File: config.mk
export PLATFORM = sky130hd
export DESIGN_NAME = dial_tracker
export DESIGN_NICKNAME = d
export VERILOG_FILES = /design/src/rtl/dial_tracker.sv
export SDC_FILE = /design/constraint.sdc
export NUM_CORES = 1
export LEC_CHECK = 0
export CAP_MARGIN = 20
export CORE_MARGIN = 2
export CORE_UTILIZATION = 26
export DETAILED_ROUTE_END_ITERATION = 6
export HOLD_SLACK_MARGIN = 0.03
export SETUP_SLACK_MARGIN = 0.15
export SLEW_MARGIN = 20
export SYNTH_ARGS = -nofsm -noshare
export SYNTH_HDL_FRONTEND = slang
export SYNTH_SLANG_ARGS = --single-unit
File: constraint.sdc
create_clock -name clk -period 3.96 [get_ports clk]
set_input_delay 0.99 -clock clk [delete_from_list [all_inputs] [get_ports clk]]
set_output_delay 0.99 -clock clk [all_outputs]
set_load 0.05 [all_outputs]
File: src/rtl/dial_tracker.sv
// Handshaked modulo-MODULUS dial that counts landings on 0 and every click showing 0.
// Optional DIAL_CNT_SAT_EN: counters saturate and raise a sticky ovf instead of wrapping.
//
// state  | meaning
// -------+-------------------------------------------------------------
// IDLE   | waiting for a command; in_ready follows en
// REDUCE | strip full revolutions from rem, then apply the remainder
module dial_tracker #(
    parameter int MODULUS = 100,
    parameter int START   = 50,
    parameter int MAG_W   = 10,
    parameter int CNT_W   = 16,
    parameter int POS_W   = $clog2(MODULUS)
) (
    input  logic             clk,
    input  logic             rst,
    input  logic             en,
    input  logic             in_valid,
    output logic             in_ready,
    input  logic             dir,
    input  logic [MAG_W-1:0] mag,
    output logic [POS_W-1:0] pos,
    output logic [CNT_W-1:0] land_cnt,
    output logic [CNT_W-1:0] cross_cnt,
    output logic             done,
    output logic             busy,
    output logic             ovf
);

    localparam int AW = (MAG_W > POS_W + 1) ? MAG_W : POS_W + 1;
    localparam logic [AW-1:0] MOD_A = AW'(MODULUS);

    typedef enum logic [0:0] {IDLE, REDUCE} state_t;

    state_t           state, state_nxt;
    logic             dir_q, dir_nxt;
    logic [MAG_W-1:0] rem, rem_nxt;
    logic [POS_W-1:0] pos_q, pos_nxt;
    logic [CNT_W-1:0] land_q, land_nxt;
    logic [CNT_W-1:0] cross_q, cross_nxt;
    logic             ovf_q, ovf_nxt;
    logic             done_r;
    logic             final_edge, cross_inc, land_inc;
    logic [AW-1:0]    rem_a, pos_a, sum_a;

    always_comb begin
        state_nxt  = state;
        dir_nxt    = dir_q;
        rem_nxt    = rem;
        pos_nxt    = pos_q;
        final_edge = 1'b0;
        cross_inc  = 1'b0;
        land_inc   = 1'b0;
        rem_a      = AW'(rem);
        pos_a      = AW'(pos_q);
        sum_a      = pos_a + rem_a;
        case (state)
            IDLE: begin
                if (in_valid) begin
                    dir_nxt   = dir;
                    rem_nxt   = mag;
                    state_nxt = REDUCE;
                end
            end
            REDUCE: begin
                if (rem_a >= MOD_A) begin
                    // a full revolution passes 0 exactly once
                    rem_nxt   = MAG_W'(rem_a - MOD_A);
                    cross_inc = 1'b1;
                end else begin
                    final_edge = 1'b1;
                    state_nxt  = IDLE;
                    if (!dir_q) begin
                        if (sum_a >= MOD_A) begin
                            pos_nxt   = POS_W'(sum_a - MOD_A);
                            cross_inc = 1'b1;
                        end else begin
                            pos_nxt = POS_W'(sum_a);
                        end
                    end else if (rem_a == '0) begin
                        pos_nxt = pos_q;
                    end else if (pos_a == '0) begin
                        // leaving 0 to the left does not show 0 again
                        pos_nxt = POS_W'(MOD_A - rem_a);
                    end else if (rem_a == pos_a) begin
                        pos_nxt   = '0;
                        cross_inc = 1'b1;
                    end else if (rem_a > pos_a) begin
                        pos_nxt   = POS_W'(pos_a + MOD_A - rem_a);
                        cross_inc = 1'b1;
                    end else begin
                        pos_nxt = POS_W'(pos_a - rem_a);
                    end
                    land_inc = (pos_nxt == '0);
                end
            end
            default: state_nxt = IDLE;
        endcase
    end

    always_comb begin
        land_nxt  = land_q;
        cross_nxt = cross_q;
        ovf_nxt   = ovf_q;
`ifdef DIAL_CNT_SAT_EN
        if (land_inc) begin
            if (&land_q) ovf_nxt = 1'b1;
            else         land_nxt = land_q + CNT_W'(1);
        end
        if (cross_inc) begin
            if (&cross_q) ovf_nxt = 1'b1;
            else          cross_nxt = cross_q + CNT_W'(1);
        end
`else
        if (land_inc)  land_nxt  = land_q + CNT_W'(1);
        if (cross_inc) cross_nxt = cross_q + CNT_W'(1);
`endif
    end

    always_ff @(posedge clk) begin
        if (!rst) begin
            state   <= IDLE;
            dir_q   <= 1'b0;
            rem     <= '0;
            pos_q   <= POS_W'(START);
            land_q  <= '0;
            cross_q <= '0;
            ovf_q   <= 1'b0;
            done_r  <= 1'b0;
        end else if (en) begin
            state   <= state_nxt;
            dir_q   <= dir_nxt;
            rem     <= rem_nxt;
            pos_q   <= pos_nxt;
            land_q  <= land_nxt;
            cross_q <= cross_nxt;
            ovf_q   <= ovf_nxt;
            done_r  <= final_edge;
        end
    end

    // a pulse caught by en=0 is held and shown once en returns
    assign done      = done_r & en;
    assign in_ready  = (state == IDLE) & en;
    assign busy      = (state != IDLE);
    assign pos       = pos_q;
    assign land_cnt  = land_q;
    assign cross_cnt = cross_q;
    assign ovf       = ovf_q;

endmodule

==> flow_summary.yaml, run 1 <==
clocking:
  ctsHtreeMaxLevel: 2
  cts_buffers: 5
  cts_hold_buf: 0
  cts_tree: "built"
  clockBufferDepth: 2
  path_clk_slew_ns: 0.07
  ctsRootBufferMaster: "clkbuf_16"
  worstSkewPairLatency_ns: 0.29
  clkSinkCount: 52
placed_design:
  io_buffers: 56
  place_area_um2: 5305
  dp.final_hpwl_mm: 9.864
  place_congestion: 0.9207
floorplan:
  start_util_pct: 26.61
  die-area_um2: 17300
  core.rowCount: 46
  fp.coreArea_um2: 15890
  pin_count: 58
  die_w_um: 131.5
  die_h_um: 131.5
timing:
  post-route-min-period_ns: 3.943
  final-hold-violation-count: 0
  grt_setup_unrepaired: "true"
  max_freq_mhz: 253.6
  max_slew_margin_pct: 62.11
  finalCritPeriodShare_pct: 99.57
  setup_viol: 0
  worst_pin_slew_ns: 0.5631
  fin_skew_ns: 0.006238
  slew_violations: 0
hold_path:
  min_path_type: "flip-flop to flip-flop"
power:
  p_clk_share_pct: 26.5
  power_switching_uw: 613.9
  p_per_area_nw_per_um2: 291.5
  comb_power_share_pct: 41.4
  internal_power_mw: 1.100
  swShare_pct: 35.83
  leakage_nw: 2.273
  seqPwrFrac_pct: 32.1
  ir_drop_uv: 248.9
drt:
  drt_iter0_markers: 242
  vias_per_cell: 4.998
  drt-met1-wl_mm: 6.198
  wl_per_cell_um: 15.34
  via_count: 4303
  wl_met2_mm: 5.959
  routed.top_layer: "met4"
  route.met3.wl_um: 715
  drtPass1Iterations: 5
  drc: 0
  drt.antenna.violating_nets: 0
  wirelength_mm: 13.21
synth:
  synthCells: 541
  syn_area_um2: 4228
  yosysTopAreaCellShare_pct: 24.62
  avgSynthCellArea_um2: 7.815
  yosys-top-cells-count: "dfxtp_1, nand2_1, a21oi_1"
  synth_warnings: 0
  synth_nets: 595
  synth.area.top_cells: "dfxtp_1, ha_1, a21oi_1"
  synth_enable_flop_cells: 0
  synth_top_flop_cell: "dfxtp_1"
  ys_seq_area_share_pct: 24.62
  ys_async_sr_fraction_pct: 0
  yosysMostFrequentCell: "dfxtp_1"
  yosysUniqueCellTypes: 62
  synth_top_area_cell: "dfxtp_1"
  ys_seq_elements: 52
setup_path:
  worstPathRequired_ns: 4.19
  r2r_setup_slack_ns: 0.02
  path_class: "flip-flop to flip-flop"
  worst_setup_path_end_kind: "flip-flop"
  critPathLaunchType: "flip-flop"
  cp_max_fo: 6
  cp_data_arrival_time_ns: 4.17
run_status:
  status: "completed"
finish:
  fill_cells: 1658
  seq_area_um2: 1065
  nets: 698
  multiInputGateArea_um2: 3183
  areaGrowthSynthToFinish_pct: 39.06
  layout-drive-gt1-share_pct: 20.78
  utilization_pct: 37.01
  final_cell_area_um2: 5879
  num_antenna_cells: 0
global_route:
  grt_usage_pct: 14.95
  first_global_vias: 4034
  grt_pass1_wl_mm: 21.32
  gr-total-overflow: 0
  grt_max_degree: 29
  antenna_found_initial: 0
run:
  cap_violations: 0
-- layout make-up --
class                      instances  share of cell area (%)
clock buffer                       6                   2.362
clock inverter                     2                  0.2128
inverter                          34                   2.213
multi-input combinational        428                   54.14
sequential                        52                   18.11
tap                              216                   4.597
timing repair buffer             123                   18.37
-- flip-flops by register name (all words and copies together) (netlist names) --
register and count:
done_r 1, cross_cnt 16, land_cnt 16, rem 10, busy 1, pos 7
dir_q 1
-- logic make-up (layout without fill, tap and decap cells) --
kind of cell             count (synthesis)  count (layout)  share of synthesized area (%)
multiplexers                            13              13                          3.078
XOR/XNOR                                29              29                          6.008
buffers and inverters                   61             165                          6.422
flip-flops                              52              52                          24.62
AND/OR/NAND/NOR                        210             210                          26.13
other                                    1               1                        0.08870
adder cells (fa/ha/maj)                 39              39                          12.61
AO/OA/AOI/OAI                          136             136                          21.04
-- worst paths after layout --
path              startpoint     endpoint  depth (start not counted)
hold reg to reg       done_r       done_r                          2
setup / recovery      pos[0]  land_cnt[2]                         20
setup reg to reg      pos[0]  land_cnt[2]                         20
hold / removal        done_r       done_r                          2
-- worst max-delay path: stages (launching register included) --
cell     delay, ns
dfxtp_4       0.35
ha_4          0.16
fa_2          0.36
xor2_2        0.18
inv_2         0.06
buf_4         0.13
buf_4         0.12
buf_4         0.12
buf_4         0.12
buf_4         0.12
buf_4         0.13
buf_4         0.12
buf_4         0.12
buf_4         0.13
buf_4         0.13
xnor2_2       0.17
o21ai_1       0.10
or4_4         0.58
buf_4         0.19
or4_1         0.39
a21oi_1       0.12
-- power by group through the flow --
| stage | combinational [mW] | sequential (mW) | clock, mW |
|---|---|---|---|
| 2_1_floorplan | 0.366 | 0.577 | 0 |
| 3_3_place_gp | 0.582 | 0.560 | 0 |
| 3_5_place_dp | 0.583 | 0.560 | 0 |
| 4_1_cts | 0.634 | 0.549 | 0.469 |
| 5_1_grt | 0.769 | 0.551 | 0.492 |
| 6_report | 0.710 | 0.549 | 0.455 |
-- per-layer routing --
layer / vias to the layer above / GRT usage, %
met3: 36 / 2.276
li1: 2130 / -
met5: - / 0
met2: 138 / 23.97
met4: 0 / 3.442
met1: 1999 / 21.08
-- metrics by stage --
| step | hold WS, ns | power (mW) | setup TNS, ns | instances | worst slack [ns] |
|---|---|---|---|---|---|
| 6_report | 0.4889 | 1.714 | 0 | 861 | 0.01684 |
| 5_1_grt | 0.5105 | 1.812 | -0.8550 | 861 | -0.1337 |
| 4_1_cts | 0.4932 | 1.653 | 0 | 855 | 0.0003237 |
| 3_5_place_dp | 0.4757 | 1.143 | -1.013 | 830 | -0.1496 |
| 3_3_place_gp | 0.4693 | 1.142 | 0 | 830 | 0.02758 |
| 2_1_floorplan | 0.4482 | 0.9429 | 0 | 541 | 0.03997 |
-- repair_timing --
item,in CTS,in global routing
setup buffers,17,6
gates resized for setup,22,27
endpoints found under the setup margin,23,23
pin swaps,14,11
-- placed cells by master (no fill, tap or decap), drive strengths merged, types with 5 or more instances in the layout --
master	netlist	routed
o31ai	8	8
o21ai	30	30
nand2	45	45
clkdlybuf4s50	0	55
a21o	6	6
or2	6	6
nor2b	8	8
nor4	7	7
and3	10	10
nand2b	12	12
nand3	29	29
xor2	12	12
or3	13	13
inv	33	35
nand4	5	5
nor2	43	43
mux2i	13	13
fa	6	6
dfxtp	52	52
o21bai	5	5
a31oi	5	5
ha	33	33
nor3	10	10
or4	8	8
buf	8	68
clkbuf	19	6
o211ai	7	7
a211oi	6	6
xnor2	17	17
a21oi	44	44
No activity file was read; power rests on OpenSTA's default activity.
==> run 2: changes to the inputs <==
--- a/config.mk
+++ b/config.mk
@@ -11,6 +11,7 @@
 export DETAILED_ROUTE_END_ITERATION = 6
 export HOLD_SLACK_MARGIN = 0.03
 export SETUP_SLACK_MARGIN = 0.15
+export SKIP_CTS_REPAIR_TIMING = 1
 export SLEW_MARGIN = 20
 export SYNTH_ARGS = -nofsm -noshare
 export SYNTH_HDL_FRONTEND = slang
==> flow_summary.yaml, run 2 (synthesis gave the netlist of run 1 again) <==
run_status:
  status: "complete, but fails checks"
  violations: "negative setup slack"
global_route:
  grt_max_degree: 29
  grt_usage_pct: 14.60
  grt_pass1_wl_mm: 20.86
  antenna_found_initial: 0
  gr-total-overflow: 0
  first_global_vias: 3935
drt:
  vias_per_cell: 4.919
  drc: 0
  wl_per_cell_um: 15.36
  drt-met1-wl_mm: 6.234
  routed.top_layer: "met4"
  route.met3.wl_um: 657
  via_count: 4211
  wirelength_mm: 13.15
  drtPass1Iterations: 6
  drt_iter0_markers: 275
  drt.antenna.violating_nets: 0
  wl_met2_mm: 6.067
floorplan:
  core.rowCount: 46
  start_util_pct: 26.61
  pin_count: 58
  fp.coreArea_um2: 15890
  die_w_um: 131.5
  die-area_um2: 17300
  die_h_um: 131.5
setup_path:
  crit_chain: "ha_4 -> fa_2 -> xor2_4 -> inv_2 -> ha_4 -> nand3b_1 -> nand3_1 -> mux2i_1 -> a211oi_2 -> a211o_1 -> buf_6 -> xnor2_1 -> o21ai_2 -> or4_4 -> buf_6 -> or4_1 -> a21oi_1"
  path_class: "flip-flop to flip-flop"
  critPathLaunchType: "flip-flop"
  worstPathRequired_ns: 4.19
  critPathSlowestCell: "or4_4"
  max_stage_delay_ns: 0.58
  worst_setup_path_end_kind: "flip-flop"
  cp_max_fo: 6
  cp_data_arrival_time_ns: 4.29
clocking:
  worstSkewPairLatency_ns: 0.29
  ctsRootBufferMaster: "clkbuf_16"
  cts_tree: "built"
  path_clk_slew_ns: 0.07
  cts_buffers: 5
  clockBufferDepth: 2
  ctsHtreeMaxLevel: 2
  clkSinkCount: 52
timing:
  holdWs_ns: 0.4900
  worst_pin_slew_ns: 0.6005
  grt_setup_unrepaired: "true"
  setup_viol: 10
  max_slew_margin_pct: 59.60
  post-route-min-period_ns: 4.062
  max_freq_mhz: 246.2
  final-hold-violation-count: 0
  finalCritPeriodShare_pct: 102.6
  slew_violations: 0
  worst_slack_ns: -0.1017
  fin_skew_ns: 0.007392
finish:
  areaGrowthSynthToFinish_pct: 38.95
  fin_cells: 856
  layout_common_cells: "buf_4, clkdlybuf4s50_1, nand2_1"
  utilization_pct: 36.98
  layout_commonest_cell: "buf_4"
  layout-drive-gt1-share_pct: 20.63
  num_antenna_cells: 0
  nets: 693
hold_path:
  min_path_type: "flip-flop to flip-flop"
run:
  cap_violations: 0
placed_design:
  dp.final_hpwl_mm: 9.864
  place_congestion: 0.9207
  placedCellCount: 830
  io_buffers: 56
power:
  ir_drop_uv: 249.4
  p_per_area_nw_per_um2: 291.3
  leakage_nw: 2.259
[run 2: critical path: cells and delay by family, from the launching register on]
family | cells | cell delay [ns]
AND/OR/NAND/NOR | 4 | 1.17
adder cells (fa/ha/maj) | 3 | 0.77
AO/OA/AOI/OAI | 4 | 0.65
XOR/XNOR | 2 | 0.50
buffers and inverters | 3 | 0.38
flip-flops | 1 | 0.35
multiplexers | 1 | 0.17
[run 2: layout make-up]
class	count	area (um2)
Tap cell	216	270.3
Clock buffer	6	138.9
Fill cell	1662	10010
Inverter	34	130.1
Sequential cell	52	1065
Multi-Input combinational cell	429	3227
Clock inverter	2	12.51
Timing Repair Buffer	117	1031
[run 2: where the power goes]
group	internal (mW)	total, mW	switching, mW
logic	0.304	0.709	0.404
registers	0.533	0.548	0.0146
clock network	0.253	0.455	0.202
total	1.09	1.71	0.621
[run 2: path summary, 6_finish.rpt]
path | slack (ns) | to | cells past startpoint | start
max reg2reg | -0.10 | land_cnt[2] | 17 | pos[0]
min reg2reg | 0.49 | done_r | 2 | done_r
min | 0.49 | done_r | 2 | done_r
max | -0.10 | land_cnt[2] | 17 | pos[0]
[run 2: routing by layer]
layer | global-route usage (%) | up-vias
li1 | - | 2123
met3 | 2.199 | 16
met4 | 3.321 | 0
met1 | 20.81 | 1950
met5 | 0 | -
met2 | 23.12 | 122
[run 2: per-stage QoR]
step,setup TNS (ns),area (um2),setup slack [ns],total power [mW]
after floorplan,0,4290,0.03997,0.9429
after global placement,0,5305,0.02758,1.142
after detailed placement,-1.013,5305,-0.1496,1.143
after CTS,-1.920,5456,-0.2033,1.603
after global routing,-2.934,5874,-0.2629,1.811
final,-0.3720,5874,-0.1017,1.711
==> RTL edit: new RTL, settings of run 2 <==
Reset style: asynchronous (`rst`), changed in one clocked block.
--- a/src/rtl/dial_tracker.sv
+++ b/src/rtl/dial_tracker.sv
@@ -118,5 +118,5 @@
     end
 
-    always_ff @(posedge clk) begin
+    always_ff @(posedge clk or negedge rst) begin
         if (!rst) begin
             state   <= IDLE;
Check against the original RTL: differs if rst is asserted again (counterexample within 4 cycles, from zero or initial values and one cycle with rst low); with rst held inactive, the same outputs for 4 cycles.
==> RTL edit against run 2 <==
Cell area down 8.6%; largest cell class unchanged; area after synthesis fell by 0.44%; wire length shrank 6.8%; worst setup slack gained 450 ps; sequential cell count is the same; non-clock buffer count fell by 41; global-route usage is 0.37 points lower; count of clock-buffer cells in the layout is the same.
Power is not shown: default switching activity piles up to over one toggle a cycle in this logic, so the estimate is an artifact.
==> RTL edit: results (changes against run 2) <==
- Fraction of layout cells with a size suffix above 1: 14.5% (-6.1 points)
- Vias per Instance: 4.84 (-1.5%)
- Worst R2R Start: pos[5]
- CTS Sinks: 52 (unchanged)
- First-pass GRT wire length: 19.9 mm (-4.4%)
- Top FF cell, synth: dfrtp_1
- Synth async-reset ratio: 100% (+100 points)
- Fin worst setup slack: 348 ps (+450 ps)
- Placed wire-length estimate: 9.63 mm (-2.4%)
- Slew margin rel.: 51.4% (-8.2 points)
- Hold Startpoint: land_cnt[15]
- Routability Congestion: 0.973 (+5.7%)
- Critical path arrival: 3790 ps (-500 ps)
- Post-synth top cells: dfrtp_1 (49), nand2_1 (42), inv_1 (34), o21ai_0 (34), ha_1 (33)
- Hold depth: 1 (-1)
- H-Tree Level Count: 2 (unchanged)
- Distinct cell type count after synthesis: 66 (+6.5%)
- Total Wirelength: 12.3 mm (-6.8%)
- Syn nets: 533 (-10%)
- Synth Area in Adders: 12.7% (+0.056 points)
- Synth area leaders: dfrtp_1 (29%), ha_1 (9.8%), xor2_1 (5.6%), xnor2_1 (4.8%), o21ai_0 (4.0%)
- Drt pass-1 iters: 5 (-1)
- Cell count of the worst reg-to-reg path: 12 (-5)
- Clk_skew: 4.30 ps (-3.10 ps)
- Post-synthesis mux area share: 1.99% (-1.1 points)
- Status: finished clean
- Final net count: 596 (-14%)
- Post-synthesis compound-gate area fraction: 16.6% (-4.4 points)
- Xor and xnor area share after synthesis: 10.8% (+4.8 points)
- Crit Path Max Fanout: 7 (+1)
- Reg-to-reg critical path endpoint: cross_cnt[13]
- Post-place setup slack: 64.8 ps (+214 ps)
- Initial DRC Count: 214 (-22%)
- Sequential cell area fraction in the yosys report: 31.0% (+6.4 points)
- Slowest-stage cell, CP: dfstp_2
- WHS Endpoint: land_cnt[15]
- GR Util All Layers: 14.2% (-0.37 points)
- Largest net degree at the start of global routing: 33 (+14%)
==> RTL edit: per-layer routing <==
layer	global-route usage (%)	share of wire, %	wire, µm	vias up
li1	-	-	-	1795
met1	20.4	47	5750	1754
met2	22.5	46	5670	114
met3	2.31	5.5	674	14
met4	3.32	1.3	159	0
met5	0	0	0	-
==> RTL edit: stage by stage <==
stage / hold WS, ps / cell area [µm²] / std cells
6_report: 476 / 5370 / 759
5_1_grt: 507 / 5370 / 759
4_1_cts: 486 / 5250 / 757
3_5_place_dp: 474 / 5080 / 749
3_3_place_gp: 464 / 5080 / 749
2_1_floorplan: 491 / 4230 / 479
==> RTL edit: layout make-up <==
| type | instances | area [µm²] |
|---|---|---|
| Fill cell | 1639 | 10500 |
| Inverter | 35 | 135 |
| Timing Repair Buffer | 76 | 708 |
| Clock buffer | 6 | 129 |
| Multi-Input combinational cell | 372 | 2780 |
| Sequential cell | 52 | 1310 |
| Clock inverter | 2 | 38.8 |
| Tap cell | 216 | 270 |
